### src/rtl/sa_feed_ctrl.sv
// Systolic-array feed controller: sequences clear, skewed operand reads, drain and done for one job.
// Optional build macro SA_FEED_CTRL_PERF_EN adds the cycles_o busy-cycle counter.
module sa_feed_ctrl #(
   parameter int unsigned NUM_ROWS   = 16,
   parameter int unsigned NUM_COLS   = 16,
   parameter int unsigned K_WIDTH    = 16,
   parameter int unsigned PE_LATENCY = 2
) (
   input  logic                clk_i,
   input  logic                rst_n,
   input  logic                start_i,
   input  logic [K_WIDTH-1:0]  k_len_i,
   output logic                busy_o,
   output logic                done_o,
   output logic                acc_clr_o,
   output logic [NUM_ROWS-1:0] in_rd_en_o,
   output logic [K_WIDTH-1:0]  in_rd_addr_o [NUM_ROWS],
   output logic [NUM_ROWS-1:0] in_valid_o,
   output logic [NUM_COLS-1:0] wt_rd_en_o,
   output logic [K_WIDTH-1:0]  wt_rd_addr_o [NUM_COLS],
   output logic [NUM_COLS-1:0] wt_valid_o
`ifdef SA_FEED_CTRL_PERF_EN
   ,output logic [31:0]        cycles_o
`endif
);

   localparam int unsigned TW         = K_WIDTH + 1;
   localparam int unsigned DW         = (PE_LATENCY > 1) ? $clog2(PE_LATENCY) : 1;
   localparam int unsigned DRAIN_LAST = (PE_LATENCY > 0) ? PE_LATENCY - 1 : 0;

   typedef enum logic [2:0] {
      IDLE,
      CLEAR,
      FEED,
      DRAIN,
      DONE
   } state_t;

   state_t          state, state_nx;
   logic [TW-1:0]   t_q;
   logic [TW-1:0]   k_q;
   logic [TW-1:0]   feed_last;
   logic [DW-1:0]   drain_q;

   // Last FEED step is K+ROWS+COLS-3; K>=1 whenever FEED is entered, so no underflow.
   assign feed_last = k_q + TW'(NUM_ROWS + NUM_COLS) - TW'(3);

   always_comb begin
      state_nx = state;
      case (state)
         IDLE:  if (start_i) state_nx = (k_len_i == '0) ? DONE : CLEAR;
         CLEAR: state_nx = FEED;
         FEED:  if (t_q == feed_last) state_nx = (PE_LATENCY == 0) ? DONE : DRAIN;
         DRAIN: if (drain_q == DW'(DRAIN_LAST)) state_nx = DONE;
         DONE:  state_nx = IDLE;
         default: state_nx = IDLE;
      endcase
   end

   always_ff @(posedge clk_i) begin
      if (!rst_n) begin
         state      <= IDLE;
         t_q        <= '0;
         k_q        <= '0;
         drain_q    <= '0;
         in_valid_o <= '0;
         wt_valid_o <= '0;
      end else begin
         state      <= state_nx;
         in_valid_o <= in_rd_en_o;
         wt_valid_o <= wt_rd_en_o;
         if (state == IDLE && start_i) k_q <= {1'b0, k_len_i};
         t_q     <= (state == FEED)  ? t_q + TW'(1)     : '0;
         drain_q <= (state == DRAIN) ? drain_q + DW'(1) : '0;
      end
   end

`ifdef SA_FEED_CTRL_PERF_EN
   always_ff @(posedge clk_i) begin
      if (!rst_n)                      cycles_o <= '0;
      else if (state == IDLE && start_i) cycles_o <= '0;
      else if (state != IDLE)          cycles_o <= cycles_o + 32'd1;
   end
`endif

   always_comb begin
      busy_o    = (state != IDLE);
      done_o    = (state == DONE);
      acc_clr_o = (state == CLEAR);
      in_rd_en_o = '0;
      wt_rd_en_o = '0;
      for (int unsigned r = 0; r < NUM_ROWS; r++) begin
         in_rd_addr_o[r] = '0;
         if (state == FEED && t_q >= TW'(r) && t_q < TW'(r) + k_q) begin
            in_rd_en_o[r]   = 1'b1;
            in_rd_addr_o[r] = K_WIDTH'(t_q - TW'(r));
         end
      end
      for (int unsigned c = 0; c < NUM_COLS; c++) begin
         wt_rd_addr_o[c] = '0;
         if (state == FEED && t_q >= TW'(c) && t_q < TW'(c) + k_q) begin
            wt_rd_en_o[c]   = 1'b1;
            wt_rd_addr_o[c] = K_WIDTH'(t_q - TW'(c));
         end
      end
   end

endmodule

### config.mk
export PLATFORM = sky130hd
export DESIGN_NAME = sa_feed_ctrl
export DESIGN_NICKNAME = d
export VERILOG_FILES = /design/src/rtl/sa_feed_ctrl.sv
export SDC_FILE = /design/constraint.sdc
export NUM_CORES = 1
export LEC_CHECK = 0
export ABC_AREA = 1
export BUFFER_PORTS_ARGS = -buffer_cell sky130_fd_sc_hd__buf_4
export CORE_AREA = 4 4 232 234
export DETAILED_ROUTE_END_ITERATION = 6
export DIE_AREA = 0 0 236 238
export HOLD_SLACK_MARGIN = 0.12
export PLACE_DENSITY = 0.62
export SLEW_MARGIN = 20
export SYNTH_ARGS = -nofsm -noshare
export SYNTH_HDL_FRONTEND = slang
export SYNTH_SLANG_ARGS = --single-unit
### constraint.sdc
create_clock -name clk_i -period 4.7 [get_ports clk_i]
set_input_delay 0 -clock clk_i [delete_from_list [all_inputs] [get_ports clk_i]]
set_output_delay 0 -clock clk_i [all_outputs]
set_load 0.005 [all_outputs]
==> reports/metrics.cfg <==
[power]
clkPwrFrac_pct=10.8
vdd_drop_max_uv=184.4
p_int_mw=1.965
p_leak_nw=13.76
swShare_pct=56.92
powerDensity_nw_per_um2=191.6
p_switching_mw=2.596
comb_power_share_pct=76.6
power_mw=4.561
pwr-share-seq_pct=12.6

[sta]
min_period_over_period_pct=99.12
fin_skew_ns=0.02284
relSlewSlack_pct=26.56
finalSetupViolCount=0
report.final.slew_viol_count=0
worst_pin_slew_ns=1.093
finalHoldViolCount=0
clock.fmax_mhz=214.7
rsz0062_at_grt=no
min_period_ns=4.659
final.setup.tns_ns=0

[detailed_routing]
wire_per_inst_um=31.40
drc=0
wl_mm=125.6
antenna_left=0
vias=22290
drt_iter0_markers=2731
drtPass1Iterations=7
vias_per_cell=5.571

[cts]
htree_levels=2
worst_skew_pair.late_latency_ns=0.35
cts_tree=yes
clockBufferDepth=2
numCtsBuffers=5
clk_pin_slew_ns=0.08
clock_sinks=53
cts-root-buf=clkbuf_16

[yosys]
synth_edf_count=0
yosysTopAreaCell=ha_1
ys.warnings.count=0
netlist_instances=2750
seq_area_frac_synth_pct=5.900
synthArstFlopShare_pct=0
synth.cell_area_um2=17980
avgSynthCellArea_um2=6.540
synth_fp_nets=3039
ys_types=59
synth_seq_cells=53
synth_area_leaders=ha_1 19%, xor2_1 16%, buf_4 12%, nand2_1 8.8%, nor2_1 7.5%
synth_top_cell_area_share_pct=18.78
ys.flop_type=dfxtp_1

[worst_setup_path]
worst_path_max_delay_cell=nor3_1
path_class=register to primary output
startpoint=k_q[11]$_SDFFE_PN0P_
path_cells=buf_4 -> nand2_1 -> inv_1 -> nand2_1 -> nor2_4 -> buf_4 -> inv_1 -> buf_4 -> nor2_1 -> xor2_1 -> ha_1 -> nand2_1 -> inv_1 -> nor2_1 -> o2111ai_2 -> buf_4 -> nor3_1 -> buf_4 -> buf_4
worstSetupEndpointType=primary output
critPathMaxStageDelay_ns=0.64
start_kind=register
cp-endpoint=wt_rd_addr_o[89]
cp_max_fo=10
reg2reg_slack_ns=0.86
cp.arrival_ns=4.66
crit_required_ns=4.70
reg2reg_from=k_q[11]$_SDFFE_PN0P_
reg2reg_depth=20
cpMostUsedCell=buf_4
r2r-end=wt_valid_o[6]$_SDFF_PN0_

[final_layout]
final_nets=3602
fillCellCount=5580
area_growth_pct=32.36
seq_area_um2=1074
stdcell_count=4002
drive_above_1_share_pct=31.84
multi_input_area_um2=13420

[placed_design]
placement.io_buffers=597
place_hpwl_mm=103.9
place_inst=3958
place.gp.congestion=1.103

[floorplanning]
die_h_um=238
design.die.area_um2=56170
rows=84
initial_utilization_pct=34.57
core_um2=52020
ios=598
dieWidth_um=236

[global_routing]
grt-ovfl-total=0
grt_pass1_wl_mm=167.1
grt_max_degree=33
grt_pass1_vias=20630
track_usage_pct=42.01
antenna_found_initial=4

[hold_path]
hold_start=rst_n
hold_path_class=input port to register

[run_status]
status=completed

[flow_run]
maxCapViolations=0

==> power groups by stage <==
stage | Combinational (mW) | Clock, mW | Sequential [mW]
detailed placement | 3.33 | 0 | 0.580
CTS | 3.38 | 0.489 | 0.570
floorplan | 2.01 | 0 | 0.550
global placement | 3.30 | 0 | 0.580
global route | 3.76 | 0.505 | 0.581
finish | 3.49 | 0.492 | 0.575
==> layout make-up <==
class                      count  share of cell area (%)
tap                          688                   3.616
antenna                        1                 0.01051
timing repair buffer         947                   30.90
sequential                    53                   4.510
clock buffer                   5                  0.5256
multi-input combinational   2060                   56.36
clock inverter                 2                  0.1629
inverter                     246                   3.916
==> worst min-delay path by stage <==
stage	cells past startpoint	end	slack, ns
after floorplan	2	k_q[0]$_SDFFE_PN0P_	0.14
after global placement	3	k_q[10]$_SDFFE_PN0P_	0.29
after detailed placement	3	k_q[10]$_SDFFE_PN0P_	0.30
after CTS	4	wt_valid_o[9]$_SDFF_PN0_	0.31
after global routing	4	wt_valid_o[7]$_SDFF_PN0_	0.39
final	4	state[2]$_SDFFE_PN0P_	0.35
==> kinds of logic (layout without fill, tap and decap cells) <==
kind of cell | after synthesis | in the layout | synth area share (%)
AO/OA/AOI/OAI | 333 | 333 | 10.75
XOR/XNOR | 332 | 332 | 16.17
adder cells (fa/ha/maj) | 270 | 270 | 18.78
buffers and inverters | 637 | 1200 | 19.99
flip-flops | 53 | 53 | 5.900
other | 0 | 1 | 0
AND/OR/NAND/NOR | 1125 | 1125 | 28.41
==> cells in the mapped netlist, drive strengths merged (8+ instances only) <==
| master | count |
|---|---|
| a31oi | 8 |
| o21ai | 103 |
| xor2 | 325 |
| o311ai | 9 |
| clkbuf | 39 |
| inv | 239 |
| nor2 | 392 |
| ha | 270 |
| nand2 | 427 |
| nand4 | 37 |
| nor4 | 53 |
| a21oi | 172 |
| nand3 | 72 |
| nor3 | 129 |
| buf | 352 |
| dfxtp | 53 |
==> routing by layer <==
metal  share of wire, %  vias up  wire (µm)  GRT usage [%]
li1                   -     9869          -              -
met1                 37    10470      45900          49.40
met2                 40     1603      50030          60.03
met3                 17      345      21080          24.66
met4                6.7        4       8432          21.68
met5               0.17        -        213          2.441
==> placed cells by master (no fill, tap or decap), drive strengths merged, types with 33 or more instances in the layout <==
| cell | count |
|---|---|
| a21oi | 172 |
| buf | 914 |
| dfxtp | 53 |
| dlygate4sd3 | 33 |
| ha | 270 |
| inv | 239 |
| nand2 | 427 |
| nand3 | 72 |
| nand4 | 37 |
| nor2 | 392 |
| nor3 | 129 |
| nor4 | 53 |
| o21ai | 103 |
| xor2 | 325 |
==> worst max-delay path, delay by kind of cell, from the launching register on <==
family / cells / cell delay, ns
flops: 1 / 0.48
compound gates: 1 / 0.26
simple gates: 7 / 1.41
fa+ha+maj: 1 / 0.29
buf+inv: 9 / 1.64
xor+xnor: 1 / 0.24
==> what timing repair did <==
item / CTS / global route
hold buffers: 33 / 0
endpoints found under the setup margin: 4 / 25
resized for setup: 2 / 11
endpoints found under the hold margin: 17 / 0
buffers inserted: 0 / 3
==> state kept, by name, summed over array words and instances (netlist names) <==
signal	cells
k_q	16
wt_valid_o	16
state	3
drain_q	1
t_q	17
==> through the flow <==
stage / utilization (%) / instance area, µm² / hold WS (ns) / setup WS [ns]
after floorplan: - / 17980 / 0.1384 / 0.9492
after global placement: 44.63 / 23220 / 0.2942 / 0.3586
after detailed placement: 44.63 / 23220 / 0.2987 / 0.2619
after CTS: 45.60 / 23720 / 0.3131 / 0.1323
after global routing: 45.76 / 23800 / 0.3901 / 0.04961
final: 45.76 / 23800 / 0.3529 / 0.04125
(Power assumes the default switching activity.)
